===== config.mk =====
export PLATFORM = sky130hd
export DESIGN_NAME = wb_stage
export DESIGN_NICKNAME = d
export VERILOG_FILES = /design/src/rtl/rv32_pkg.sv /design/src/rtl/load_align.sv /design/src/rtl/wb_stage.sv
export SDC_FILE = /design/constraint.sdc
export NUM_CORES = 1
export LEC_CHECK = 0
export CAP_MARGIN = 20
export CORE_ASPECT_RATIO = 1.25
export CORE_MARGIN = 8
export CORE_UTILIZATION = 30
export CTS_CLUSTER_SIZE = 30
export DETAILED_ROUTE_END_ITERATION = 6
export GPL_TIMING_DRIVEN = 0
export HOLD_SLACK_MARGIN = 0.1
export PLACE_DENSITY = 0.71
export SLEW_MARGIN = 20
export SYNTH_ARGS = -nofsm -noshare
export SYNTH_HDL_FRONTEND = slang
export SYNTH_SLANG_ARGS = --single-unit

===== constraint.sdc =====
create_clock -name clock -period 1.9 [get_ports clock]
set_input_delay 0.19 -clock clock [delete_from_list [all_inputs] [get_ports clock]]
set_output_delay 0.19 -clock clock [all_outputs]
set_load 0.005 [all_outputs]

===== src/rtl/rv32_pkg.sv =====
// Shared rv32 definitions: writeback result selects, load funct3 codes and the
// writeback-stage state type.
package rv32_pkg;

  localparam logic [1:0] SEL_ALU  = 2'b00;
  localparam logic [1:0] SEL_LOAD = 2'b01;
  localparam logic [1:0] SEL_PC4  = 2'b10;
  localparam logic [1:0] SEL_NONE = 2'b11;

  localparam logic [2:0] F3_LB  = 3'b000;
  localparam logic [2:0] F3_LH  = 3'b001;
  localparam logic [2:0] F3_LW  = 3'b010;
  localparam logic [2:0] F3_LBU = 3'b100;
  localparam logic [2:0] F3_LHU = 3'b101;

  typedef enum logic {IDLE, WAIT_MEM} wb_state_t;

  // True when funct3 encodes one of the supported load widths.
  function automatic logic load_f3_legal(input logic [2:0] funct3);
    return (funct3 == F3_LB) || (funct3 == F3_LH) || (funct3 == F3_LW) ||
           (funct3 == F3_LBU) || (funct3 == F3_LHU);
  endfunction

endpackage


===== src/rtl/load_align.sv =====
// Combinational load aligner: picks the byte/half lane from a word-aligned read
// and extends it; flags illegal funct3 and misaligned halfword/word accesses.
module load_align
  import rv32_pkg::*;
(
  input  logic [31:0] rdata_i,
  input  logic [2:0]  funct3_i,
  input  logic [1:0]  addr_lo_i,
  output logic [31:0] data_o,
  output logic        err_o
);

  logic [7:0]  byte_sel;
  logic [15:0] half_sel;

  always_comb begin
    unique case (addr_lo_i)
      2'd0: byte_sel = rdata_i[7:0];
      2'd1: byte_sel = rdata_i[15:8];
      2'd2: byte_sel = rdata_i[23:16];
      2'd3: byte_sel = rdata_i[31:24];
    endcase
    half_sel = addr_lo_i[1] ? rdata_i[31:16] : rdata_i[15:0];
  end

  always_comb begin
    data_o = rdata_i;
    err_o  = !load_f3_legal(funct3_i);
    case (funct3_i)
      F3_LB:  data_o = {{24{byte_sel[7]}}, byte_sel};
      F3_LBU: data_o = {24'b0, byte_sel};
      F3_LH: begin
        data_o = {{16{half_sel[15]}}, half_sel};
        err_o  = addr_lo_i[0];
      end
      F3_LHU: begin
        data_o = {16'b0, half_sel};
        err_o  = addr_lo_i[0];
      end
      F3_LW:   err_o = (addr_lo_i != 2'b00);
      default: ;
    endcase
  end

endmodule


===== src/rtl/wb_stage.sv =====
// rv32 writeback stage: drives the register-file write port from ALU, PC+4 or
// aligned load data. Define WB_INSTRET_EN to build the 64-bit retire counter.
module wb_stage
  import rv32_pkg::*;
#(
  parameter int unsigned XLEN       = 32,
  parameter int unsigned REG_ADDR_W = 5
) (
  input  logic                  clock,
  input  logic                  reset,
  input  logic                  in_valid,
  output logic                  in_ready,
  input  logic [REG_ADDR_W-1:0] in_rd,
  input  logic                  in_wr_en,
  input  logic [1:0]            in_sel,
  input  logic [XLEN-1:0]       in_result,
  input  logic [XLEN-1:0]       in_pc4,
  input  logic [2:0]            in_funct3,
  input  logic [1:0]            in_addr_lo,
  input  logic                  mem_rvalid,
  input  logic [XLEN-1:0]       mem_rdata,
  output logic [REG_ADDR_W-1:0] wa,
  output logic [XLEN-1:0]       wda,
  output logic                  reg_wr,
  output logic                  load_err,
  output logic [63:0]           instret
);

  wb_state_t             state_q, state_d;
  logic [REG_ADDR_W-1:0] rd_q, rd_d;
  logic                  wr_en_q, wr_en_d;
  logic [2:0]            funct3_q, funct3_d;
  logic [1:0]            addr_lo_q, addr_lo_d;
  logic [REG_ADDR_W-1:0] wa_q, wa_d;
  logic [XLEN-1:0]       wda_q, wda_d;
  logic                  reg_wr_q, reg_wr_d;
  logic                  load_err_q, load_err_d;
  logic                  retire;
  logic [XLEN-1:0]       align_data;
  logic                  align_err;

  load_align u_load_align (
    .rdata_i   (mem_rdata),
    .funct3_i  (funct3_q),
    .addr_lo_i (addr_lo_q),
    .data_o    (align_data),
    .err_o     (align_err)
  );

  assign in_ready = (state_q == IDLE) && !reset;

  always_comb begin
    state_d    = state_q;
    rd_d       = rd_q;
    wr_en_d    = wr_en_q;
    funct3_d   = funct3_q;
    addr_lo_d  = addr_lo_q;
    wa_d       = wa_q;
    wda_d      = wda_q;
    reg_wr_d   = 1'b0;
    load_err_d = 1'b0;
    retire     = 1'b0;
    unique case (state_q)
      IDLE: begin
        if (in_valid && in_ready) begin
          unique case (in_sel)
            SEL_ALU, SEL_PC4: begin
              wa_d     = in_rd;
              wda_d    = (in_sel == SEL_PC4) ? in_pc4 : in_result;
              reg_wr_d = in_wr_en && (in_rd != '0);
              retire   = 1'b1;
            end
            SEL_NONE: retire = 1'b1;
            SEL_LOAD: begin
              rd_d      = in_rd;
              wr_en_d   = in_wr_en;
              funct3_d  = in_funct3;
              addr_lo_d = in_addr_lo;
              state_d   = WAIT_MEM;
            end
          endcase
        end
      end
      WAIT_MEM: begin
        if (mem_rvalid) begin
          state_d = IDLE;
          if (align_err) begin
            load_err_d = 1'b1;
          end else begin
            wa_d     = rd_q;
            wda_d    = align_data;
            reg_wr_d = wr_en_q && (rd_q != '0);
            retire   = 1'b1;
          end
        end
      end
      default: state_d = IDLE;
    endcase
  end

  always_ff @(posedge clock) begin
    if (reset) begin
      state_q    <= IDLE;
      rd_q       <= '0;
      wr_en_q    <= 1'b0;
      funct3_q   <= '0;
      addr_lo_q  <= '0;
      wa_q       <= '0;
      wda_q      <= '0;
      reg_wr_q   <= 1'b0;
      load_err_q <= 1'b0;
    end else begin
      state_q    <= state_d;
      rd_q       <= rd_d;
      wr_en_q    <= wr_en_d;
      funct3_q   <= funct3_d;
      addr_lo_q  <= addr_lo_d;
      wa_q       <= wa_d;
      wda_q      <= wda_d;
      reg_wr_q   <= reg_wr_d;
      load_err_q <= load_err_d;
    end
  end

  assign wa       = wa_q;
  assign wda      = wda_q;
  assign reg_wr   = reg_wr_q;
  assign load_err = load_err_q;

`ifdef WB_INSTRET_EN
  logic [63:0] instret_q;

  always_ff @(posedge clock) begin
    if (reset) begin
      instret_q <= '0;
    end else if (retire) begin
      instret_q <= instret_q + 64'd1;
    end
  end

  assign instret = instret_q;
`else
  logic unused_retire;
  assign unused_retire = retire;
  assign instret       = '0;
`endif

endmodule


==> results.tsv <==
metric	value	unit
cts_hold_buffers	0	
h-tree-depth	2	
drive_gt1_share	16.57	%
ant_nets	0	
synthArstFlopShare	0	%
setup.worst_path.class	flop to flop	
coreArea	12220	um^2
fmax	551.2	MHz
tightest_slew	0.6253	ns
timing.rr.end	wda[22]	
critPathArrivalTime	1.98	ns
row_count	45	
endpoint_kind	flop	
cts_buffers	5	
antenna_found_initial	1	
hold_viol	0	
worstPathRequired	2.07	ns
holdPathStages	2	
grt_setup_unrepaired	yes	
cp_slowest_cell	dfxtp_1	
min_from	reset	
clock-sinks	51	
fill_cells	1218	
drc_errors	0	
clk_latency	0.29	ns
leakagePower	0.002478	uW
finalMaxSlewViolations	0	
fin_crit	1.814	ns
first_pass_iters	5	
gp_congestion	0.8480	
netlist_instances	488	
power	3042	uW
root_buffer	clkbuf_16	
ys_ff_latch	51	
path_max_fanout	10	
instances_no_fill	877	
grt_first_pass_wirelength	22.56	mm
dpl_worst_slack	-0.4857	ns
grt.overflow.total	0	
grt_usage	17.83	%
clk_pin_slew_worst_paths	0.08	ns
worst-r2r-setup-slack	0.09	ns
ys_seq_area_share	27.14	%
syn_to_final_growth	58.10	%
synth-main-ff-cell	dfxtp_1	
synthesis.area	3762	um^2
yosysWarnings	0	
multi_input_area	2333	um^2
synth.top_cell.area_share	27.14	%
grt_pass1_vias	4108	
slew_headroom	58.31	%
register_area	1022	um^2
yosys.area.top_type	dfxtp_1	
min_to	load_err	
final.setup_skew	0.009490	ns
clock_path_buffers	2	
routed_wirelength	15.35	mm
ir_drop	335.1	uV
grt_max_degree	17	
dp_hpwl	12.83	mm
synth_common_cells	buf_4, nor2_1, dfxtp_1	
critical-path-top-delay-family	compound AO/OA/AOI/OAI gates	
cp_slowest_stage_delay	0.41	ns
cts_tree	built	
setup_slack	0.08573	ns
dp_cells	866	
fin_crit_sh	95.49	%
syn_area_per_cell	7.710	um^2
reg2reg_from	funct3_q[1]	
cp.buffers_inverters	3	
synth_edf_count	0	
nNetsFinal	824	
crit_path_cell_trace	buf_4 > inv_1 > o211ai_1 > o311ai_4 > buf_2 > o21ai_0 > a21oi_1	
initial_utilization	30.79	%
via_count	4130	
vias_per_cell	4.709	
die_area	16400	um^2
dieWidth	116.2	um
cp-start-kind	flop	
io_pins	217	
post_drt_wl_per_cell	17.50	um
reg2reg_depth	7	
synth.area.top_cells	dfxtp_1, buf_4, mux2i_1	
yosysUniqueCellTypes	39	
power_density	511.4	nW/um^2
status	complete, no violations	
drt-initial-drc-count	186	
port_buffers	151	
hp-class	input port to flop	
final.setup.tns	0	ns
setup_viol	0	
die_h	141.2	um
drv_cap	0	
## flip-flops by register name, indices dropped and copies added (netlist names)
signal	cells
wda	32
funct3_q	3
rd_q	5
addr_lo_q	2
load_err	1
wa	5
reg_wr	1
wr_en_q	1
state_q	1
## per-layer routing
metal / vias to the layer above / track usage (%) / share of wire (%)
met5: - / 0 / 0
met4: 0 / 4.791 / 1.3
met3: 13 / 5.769 / 10
met2: 212 / 32.27 / 50
met1: 1867 / 19.18 / 38
li1: 2038 / - / -
## worst max path at each step
stage	from	endpoint	slack, ns	depth (start not counted)
6_report	funct3_q[1]	wda[22]	0.09	7
5_1_grt	funct3_q[1]	wda[22]	-0.03	7
4_1_cts	addr_lo_q[1]	wda[15]	0.002	8
3_5_place_dp	in_sel[1]	wda[13]	-0.49	8
3_3_place_gp	in_sel[1]	wda[13]	-0.49	8
2_1_floorplan	addr_lo_q[1]	wda[13]	0.23	8
## power breakdown
| part | switching [uW] | internal, uW | leakage, uW |
|---|---|---|---|
| combinational | 341 | 500 | 0.00198 |
| sequential | 29.6 | 1120 | 0.000416 |
| clock | 433 | 623 | 0.0000838 |
## worst register-to-register path, cell delays in order, from the launching register on
cell and delay [ns]:
dfxtp_1 0.41, buf_4 0.21, inv_1 0.16, o211ai_1 0.20, o311ai_4 0.20, buf_2 0.22
o21ai_0 0.21, a21oi_1 0.09
## metrics by stage
stage          hold slack [ns]  util, %  instance area [um^2]
2_1_floorplan           0.3339        -                  3999
3_3_place_gp            0.4445    46.78                  5715
3_5_place_dp            0.4515    46.78                  5715
4_1_cts                 0.4610    48.29                  5901
5_1_grt                 0.4879    48.68                  5948
6_report                0.4504    48.68                  5948
## what timing repair did
item	4_1_cts	5_1_grt
pin swaps	0	4
setup endpoints to repair	30	34
gates resized for setup	10	20
setup buffers	0	2
## cells in the final DEF, fill, tap and decap left out, drive strengths merged, types with 12 or more instances in the layout
cell,instances
o22ai,16
buf,82
o21ai,49
dfxtp,51
clkbuf,25
mux2i,49
a211oi,12
nand2,29
and2,18
nor2b,12
conb,64
nor2,66
a21oi,43
clkdlybuf4s50,151
## cell families after synthesis
kind of cell	after synthesis	synth area share (%)
AO/OA/AOI/OAI	142	23.01
buffers and inverters	102	17.66
flip-flops	51	27.14
multiplexers	56	15.13
other	1	0.09967
AND/OR/NAND/NOR	136	16.96
## area by class of cell
type / instances / area share, %
multi-input cells: 398 / 39.23
repair buffers: 153 / 25.66
flip-flops and latches: 51 / 17.19
plain buffers: 100 / 11.46
well taps: 164 / 3.450
clock buffers: 5 / 2.103
clock inverters: 3 / 0.7362
inverters: 2 / 0.1262
diodes: 1 / 0.04207
(Power assumes the default switching activity.)
